--- config.mk ---
export PLATFORM = sky130hd
export DESIGN_NAME = mem_stage_lsu
export DESIGN_NICKNAME = d
export VERILOG_FILES = /design/src/rtl/mem_stage_lsu.sv
export SDC_FILE = /design/constraint.sdc
export NUM_CORES = 1
export LEC_CHECK = 0
export CORE_MARGIN = 4
export CORE_UTILIZATION = 40
export DETAILED_ROUTE_END_ITERATION = 16
export PLACE_DENSITY = 0.76
export SETUP_SLACK_MARGIN = 0.4
export SLEW_MARGIN = 10
export SYNTH_ARGS = -nofsm -noshare
export SYNTH_HDL_FRONTEND = slang
export SYNTH_SLANG_ARGS = --single-unit
--- constraint.sdc ---
create_clock -name clk_i -period 2.2 [get_ports clk_i]
set_clock_uncertainty 0.15 [all_clocks]
set_input_delay 0.22 -clock clk_i [delete_from_list [all_inputs] [get_ports clk_i]]
set_output_delay 0.22 -clock clk_i [all_outputs]
set_load 0.01 [all_outputs]
--- src/rtl/mem_stage_lsu.sv ---
// MEM-stage load/store unit: drives a multi-cycle req/ack data bus, steers store lanes,
// aligns and extends load data, and stalls the pipeline while an access is outstanding.
module mem_stage_lsu #(
    parameter int unsigned TIMEOUT = 255
) (
    input  logic        clk_i,
    input  logic        rst_i,
    input  logic        mem_read_i,
    input  logic        mem_write_i,
    input  logic [2:0]  funct3_i,
    input  logic [31:0] addr_i,
    input  logic [31:0] wdata_i,
    output logic        stall_o,
    output logic [31:0] load_data_o,
    output logic        done_o,
    output logic        fault_o,
    output logic        timeout_o,
    output logic        bus_req_o,
    output logic        bus_we_o,
    output logic [31:0] bus_addr_o,
    output logic [31:0] bus_wdata_o,
    output logic [3:0]  bus_be_o,
    input  logic [31:0] bus_rdata_i,
    input  logic        bus_ack_i
);

    localparam int unsigned CNT_W = 10;

    typedef enum logic [1:0] {
        IDLE = 2'd0,
        WAIT = 2'd1,
        RESP = 2'd2
    } state_e;

    state_e             state_q, state_d;
    logic [CNT_W-1:0]   cnt_q, cnt_d;
    logic               we_q, we_d;
    logic [31:0]        addr_q, addr_d;
    logic [3:0]         be_q, be_d;
    logic [31:0]        wdata_q, wdata_d;
    logic [2:0]         funct3_q, funct3_d;
    logic               to_q, to_d;
    logic [31:0]        load_data_q, load_data_d;

    logic               access;
    logic               illegal;
    logic [3:0]         be_c;
    logic [31:0]        wdata_c;
    logic [7:0]         rd_byte;
    logic [15:0]        rd_half;
    logic [31:0]        rd_ext;

    // Legality check and store lane steering for the instruction presented in IDLE
    always_comb begin
        access  = mem_read_i | mem_write_i;
        illegal = 1'b0;
        if (mem_write_i) begin
            if (funct3_i >= 3'b011) illegal = 1'b1;
        end else if (funct3_i == 3'b011 || funct3_i[2:1] == 2'b11) begin
            illegal = 1'b1;
        end
        if (funct3_i[1:0] == 2'b01 && addr_i[0]) illegal = 1'b1;
        if (funct3_i[1:0] == 2'b10 && addr_i[1:0] != 2'b00) illegal = 1'b1;

        case (funct3_i[1:0])
            2'b00: begin
                be_c    = 4'b0001 << addr_i[1:0];
                wdata_c = {4{wdata_i[7:0]}};
            end
            2'b01: begin
                be_c    = addr_i[1] ? 4'b1100 : 4'b0011;
                wdata_c = {2{wdata_i[15:0]}};
            end
            default: begin
                be_c    = 4'b1111;
                wdata_c = wdata_i;
            end
        endcase
    end

    // Load alignment and sign/zero extension from the latched access
    always_comb begin
        rd_byte = bus_rdata_i[{addr_q[1:0], 3'b000} +: 8];
        rd_half = bus_rdata_i[{addr_q[1], 4'b0000} +: 16];
        case (funct3_q)
            3'b000:  rd_ext = {{24{rd_byte[7]}}, rd_byte};
            3'b100:  rd_ext = {24'd0, rd_byte};
            3'b001:  rd_ext = {{16{rd_half[15]}}, rd_half};
            3'b101:  rd_ext = {16'd0, rd_half};
            default: rd_ext = bus_rdata_i;
        endcase
    end

    always_comb begin
        state_d     = state_q;
        cnt_d       = cnt_q;
        we_d        = we_q;
        addr_d      = addr_q;
        be_d        = be_q;
        wdata_d     = wdata_q;
        funct3_d    = funct3_q;
        to_d        = to_q;
        load_data_d = load_data_q;
        stall_o     = 1'b0;
        fault_o     = 1'b0;

        case (state_q)
            IDLE: begin
                cnt_d = '0;
                to_d  = 1'b0;
                if (access) begin
                    if (illegal) begin
                        fault_o     = 1'b1;
                        load_data_d = '0;
                    end else begin
                        we_d     = mem_write_i;
                        addr_d   = addr_i;
                        be_d     = be_c;
                        wdata_d  = wdata_c;
                        funct3_d = funct3_i;
                        stall_o  = 1'b1;
                        state_d  = WAIT;
                    end
                end
            end
            WAIT: begin
                stall_o = 1'b1;
                if (bus_ack_i) begin
                    if (!we_q) load_data_d = rd_ext;
                    state_d = RESP;
                end else if (cnt_q == CNT_W'(TIMEOUT - 1)) begin
                    to_d        = 1'b1;
                    load_data_d = '0;
                    state_d     = RESP;
                end else begin
                    cnt_d = cnt_q + CNT_W'(1);
                end
            end
            RESP: begin
                state_d = IDLE;
            end
            default: begin
                state_d = IDLE;
            end
        endcase

        if (rst_i) begin
            stall_o = 1'b0;
            fault_o = 1'b0;
        end
    end

    always_ff @(posedge clk_i) begin
        if (rst_i) begin
            state_q     <= IDLE;
            cnt_q       <= '0;
            we_q        <= 1'b0;
            addr_q      <= '0;
            be_q        <= '0;
            wdata_q     <= '0;
            funct3_q    <= '0;
            to_q        <= 1'b0;
            load_data_q <= '0;
        end else begin
            state_q     <= state_d;
            cnt_q       <= cnt_d;
            we_q        <= we_d;
            addr_q      <= addr_d;
            be_q        <= be_d;
            wdata_q     <= wdata_d;
            funct3_q    <= funct3_d;
            to_q        <= to_d;
            load_data_q <= load_data_d;
        end
    end

    assign bus_req_o   = (state_q == WAIT);
    assign bus_we_o    = we_q;
    assign bus_addr_o  = {addr_q[31:2], 2'b00};
    assign bus_wdata_o = wdata_q;
    assign bus_be_o    = be_q;
    assign done_o      = (state_q == RESP) && !rst_i;
    assign timeout_o   = done_o && to_q;
    assign load_data_o = load_data_q;

endmodule

==> reports/results.ini <==
[run_status]
status = completed

[sta]
tightest_slew_ns = 1.06
hold_viol = 0
max_slew_margin_pct = 29.6
rsz0062_at_grt = yes
post-route-period-util_pct = 96.7
fin_ws_ns = 0.0723
fin_setup_tns_ns = 0
fin_hold_ws_ns = 0.0460
setup-violations-final = 0
finalMaxSlewViolations = 0
fmax_mhz = 470
post-route-min-period_ns = 2.13

[global_route]
grt_max_degree = 70
grt_pass1_vias = 6305
grt_use_total_pct = 27.9
overflow = 0
grt_pass1_wl_mm = 35.0
antenna_found_initial = 0

[worst_setup_path]
arrival_ns = 2.33
path_class = input pin to flop
r2r_cells = 10
cp_max_fo = 5
setup.worst_path.end_class = flop
cp.required_ns = 2.40
cp-start-kind = input pin

[pwr]
power_density_nw_per_um2 = 692
p_total_mw = 7.02
vdd_drop_max_mv = 0.554
leakagePower_nw = 3.86

[clocking]
cts_buffer_depth = 2
numCtsBuffers = 17
cts_tree = built
clock_sinks = 117
postCtsHoldBufs = 0
htree_levels = 4
root_buffer = clkbuf_16
clk_latency_ns = 0.42
clk_transition_reported_paths_ns = 0.06

[logic_synthesis]
syn_inst = 695
synth_seq_area_share_pct = 41.3
netlist_top_cells_area = dfxtp_1 41%, nand2_1 7.9%, a21oi_1 5.7%
synth.most_common_cell = nand2_1
synthDistinctLibCells = 46
yosysTopAreaCell = dfxtp_1
synth_edf_count = 0
synth_area_um2 = 5670
yosysTopAreaCellShare_pct = 41.3
synth_commonest_cells = 119 x nand2_1, 117 x dfxtp_1, 64 x a21oi_1, 53 x o21ai_0, 43 x nor2_1
synth-async-reset-ratio_pct = 0
ys.flop_type = dfxtp_1
synth-seq-cells = 117
syn_area_per_cell_um2 = 8.15
yosysWarnings = 0

[detailed_routing]
vias = 6692
postRouteAntennaNets = 0
wire_per_inst_um = 23.6
dr_wl_met3_mm = 2.62
wl_met2_mm = 12.8
routed_wl_mm = 26.5
m1WireLength_mm = 9.42
maxUsedRoutingLayer = met4
route.detailed.drc = 0
routed_via_density = 5.95
first_pass_iters = 5
first_iter_violations = 774

[finish]
layout-drive-gt1-share_pct = 26.6
antenna_cells = 0
syn2layout_area_growth_pct = 78.9
layout.nets = 1037

[floorplanning]
std_cell_rows = 43
core_region_area_um2 = 13900
ios = 210
die_w_um = 127
initial_core_util_pct = 40.8
dieArea_um2 = 16100
dieHeight_um = 127

[hold_path]
hold_depth = 3
holdCritPathClass = input pin to flop

[placement]
dpl.hpwl_mm = 12.8
pre_cts_ws_ns = -0.603
gp_congestion = 0.871
io_buffers = 207

[job]
maxCapViolCount = 0

## metal layers
metal / vias to the layer above / track usage, %
met1: 3166 / 32.5
li1: 2900 / -
met4: 0 / 11.2
met5: - / 0
met2: 493 / 47.1
met3: 133 / 9.57
## what timing repair did
action,in CTS,in global routing
setup endpoints to repair,108,109
pin swaps,22,70
hold endpoints to repair,0,0
resized for setup,112,130
setup buffers,29,9
gates cloned,22,1
## critical path: stages
cell      delay (ns)
buf_2           0.12
buf_6           0.12
a221o_1         0.38
a211oi_4        0.32
o21a_4          0.22
buf_6           0.11
buf_12          0.11
buf_12          0.12
buf_8           0.14
buf_6           0.12
buf_16          0.14
nand2_4         0.05
a21oi_2         0.16
## cell type report
type / instances / area, µm²
clock buffer: 21 / 470
clock inverter: 11 / 125
fill: 906 / 3740
inverter: 16 / 60.1
multi-input combinational: 477 / 3400
sequential: 117 / 2350
tap: 180 / 225
timing repair buffer: 302 / 3500
## stage by stage
step           utilization, %  instance area, µm²  std cells
6_report                 73.0               10100       1124
5_1_grt                  73.0               10100       1124
4_1_cts                  68.9                9560       1114
3_5_place_dp             57.0                7910       1031
3_3_place_gp             57.0                7910       1031
2_1_floorplan               -                5810        696
## logic make-up after synthesis
group	synth area share, %
AOI/OAI and AO/OA	23.6
and+or+nand+nor	18.2
xor gates and xnor gates	0.927
muxes	6.18
DFF	41.3
adders and majority gates	0.442
buffers and inverters	9.25
other	0.0662
## placed cells by master, fill, tap and decap left out, drive strengths merged, types with 3 or more instances in the layout
| master | synthesis | final |
|---|---|---|
| clkdlybuf4s50 | 0 | 193 |
| nand2 | 119 | 119 |
| dfxtp | 117 | 117 |
| buf | 47 | 102 |
| a21oi | 64 | 64 |
| o21ai | 54 | 54 |
| nor2 | 43 | 43 |
| nand2b | 42 | 42 |
| o211ai | 33 | 33 |
| clkbuf | 39 | 23 |
| mux2i | 17 | 17 |
| inv | 15 | 16 |
| a211oi | 13 | 13 |
| a311oi | 11 | 11 |
| mux4 | 8 | 8 |
| o22ai | 8 | 8 |
| a221oi | 8 | 8 |
| o2111ai | 7 | 7 |
| nor3 | 6 | 6 |
| xor2 | 5 | 5 |
| clkinvlp | 0 | 5 |
| nand3 | 4 | 4 |
| nor3b | 4 | 4 |
| clkinv | 1 | 4 |
| nand4 | 3 | 3 |
## registers in the layout, summed over array words and instances (netlist names)
register	cells
addr_q	32
bus_be_o	4
bus_wdata_o	32
bus_we_o	1
cnt_q	10
funct3_q	3
load_data_o	32
state_q	2
to_q	1
## report_power, final
group / internal [mW] / switching, mW
clock network: 1.76 / 1.06
logic: 1.01 / 0.883
registers: 2.22 / 0.0777
## final timing paths
| check | to | slack, ns | start |
|---|---|---|---|
| setup / recovery | bus_wdata_o[3] | 0.07 | funct3_i[2] |
| hold reg to reg | addr_q[29] | 0.30 | addr_q[29] |
| hold / removal | state_q[1] | 0.05 | rst_i |
| setup reg to reg | bus_wdata_o[3] | 0.16 | state_q[1] |
Note: power is estimated with default switching activity, not from simulation.
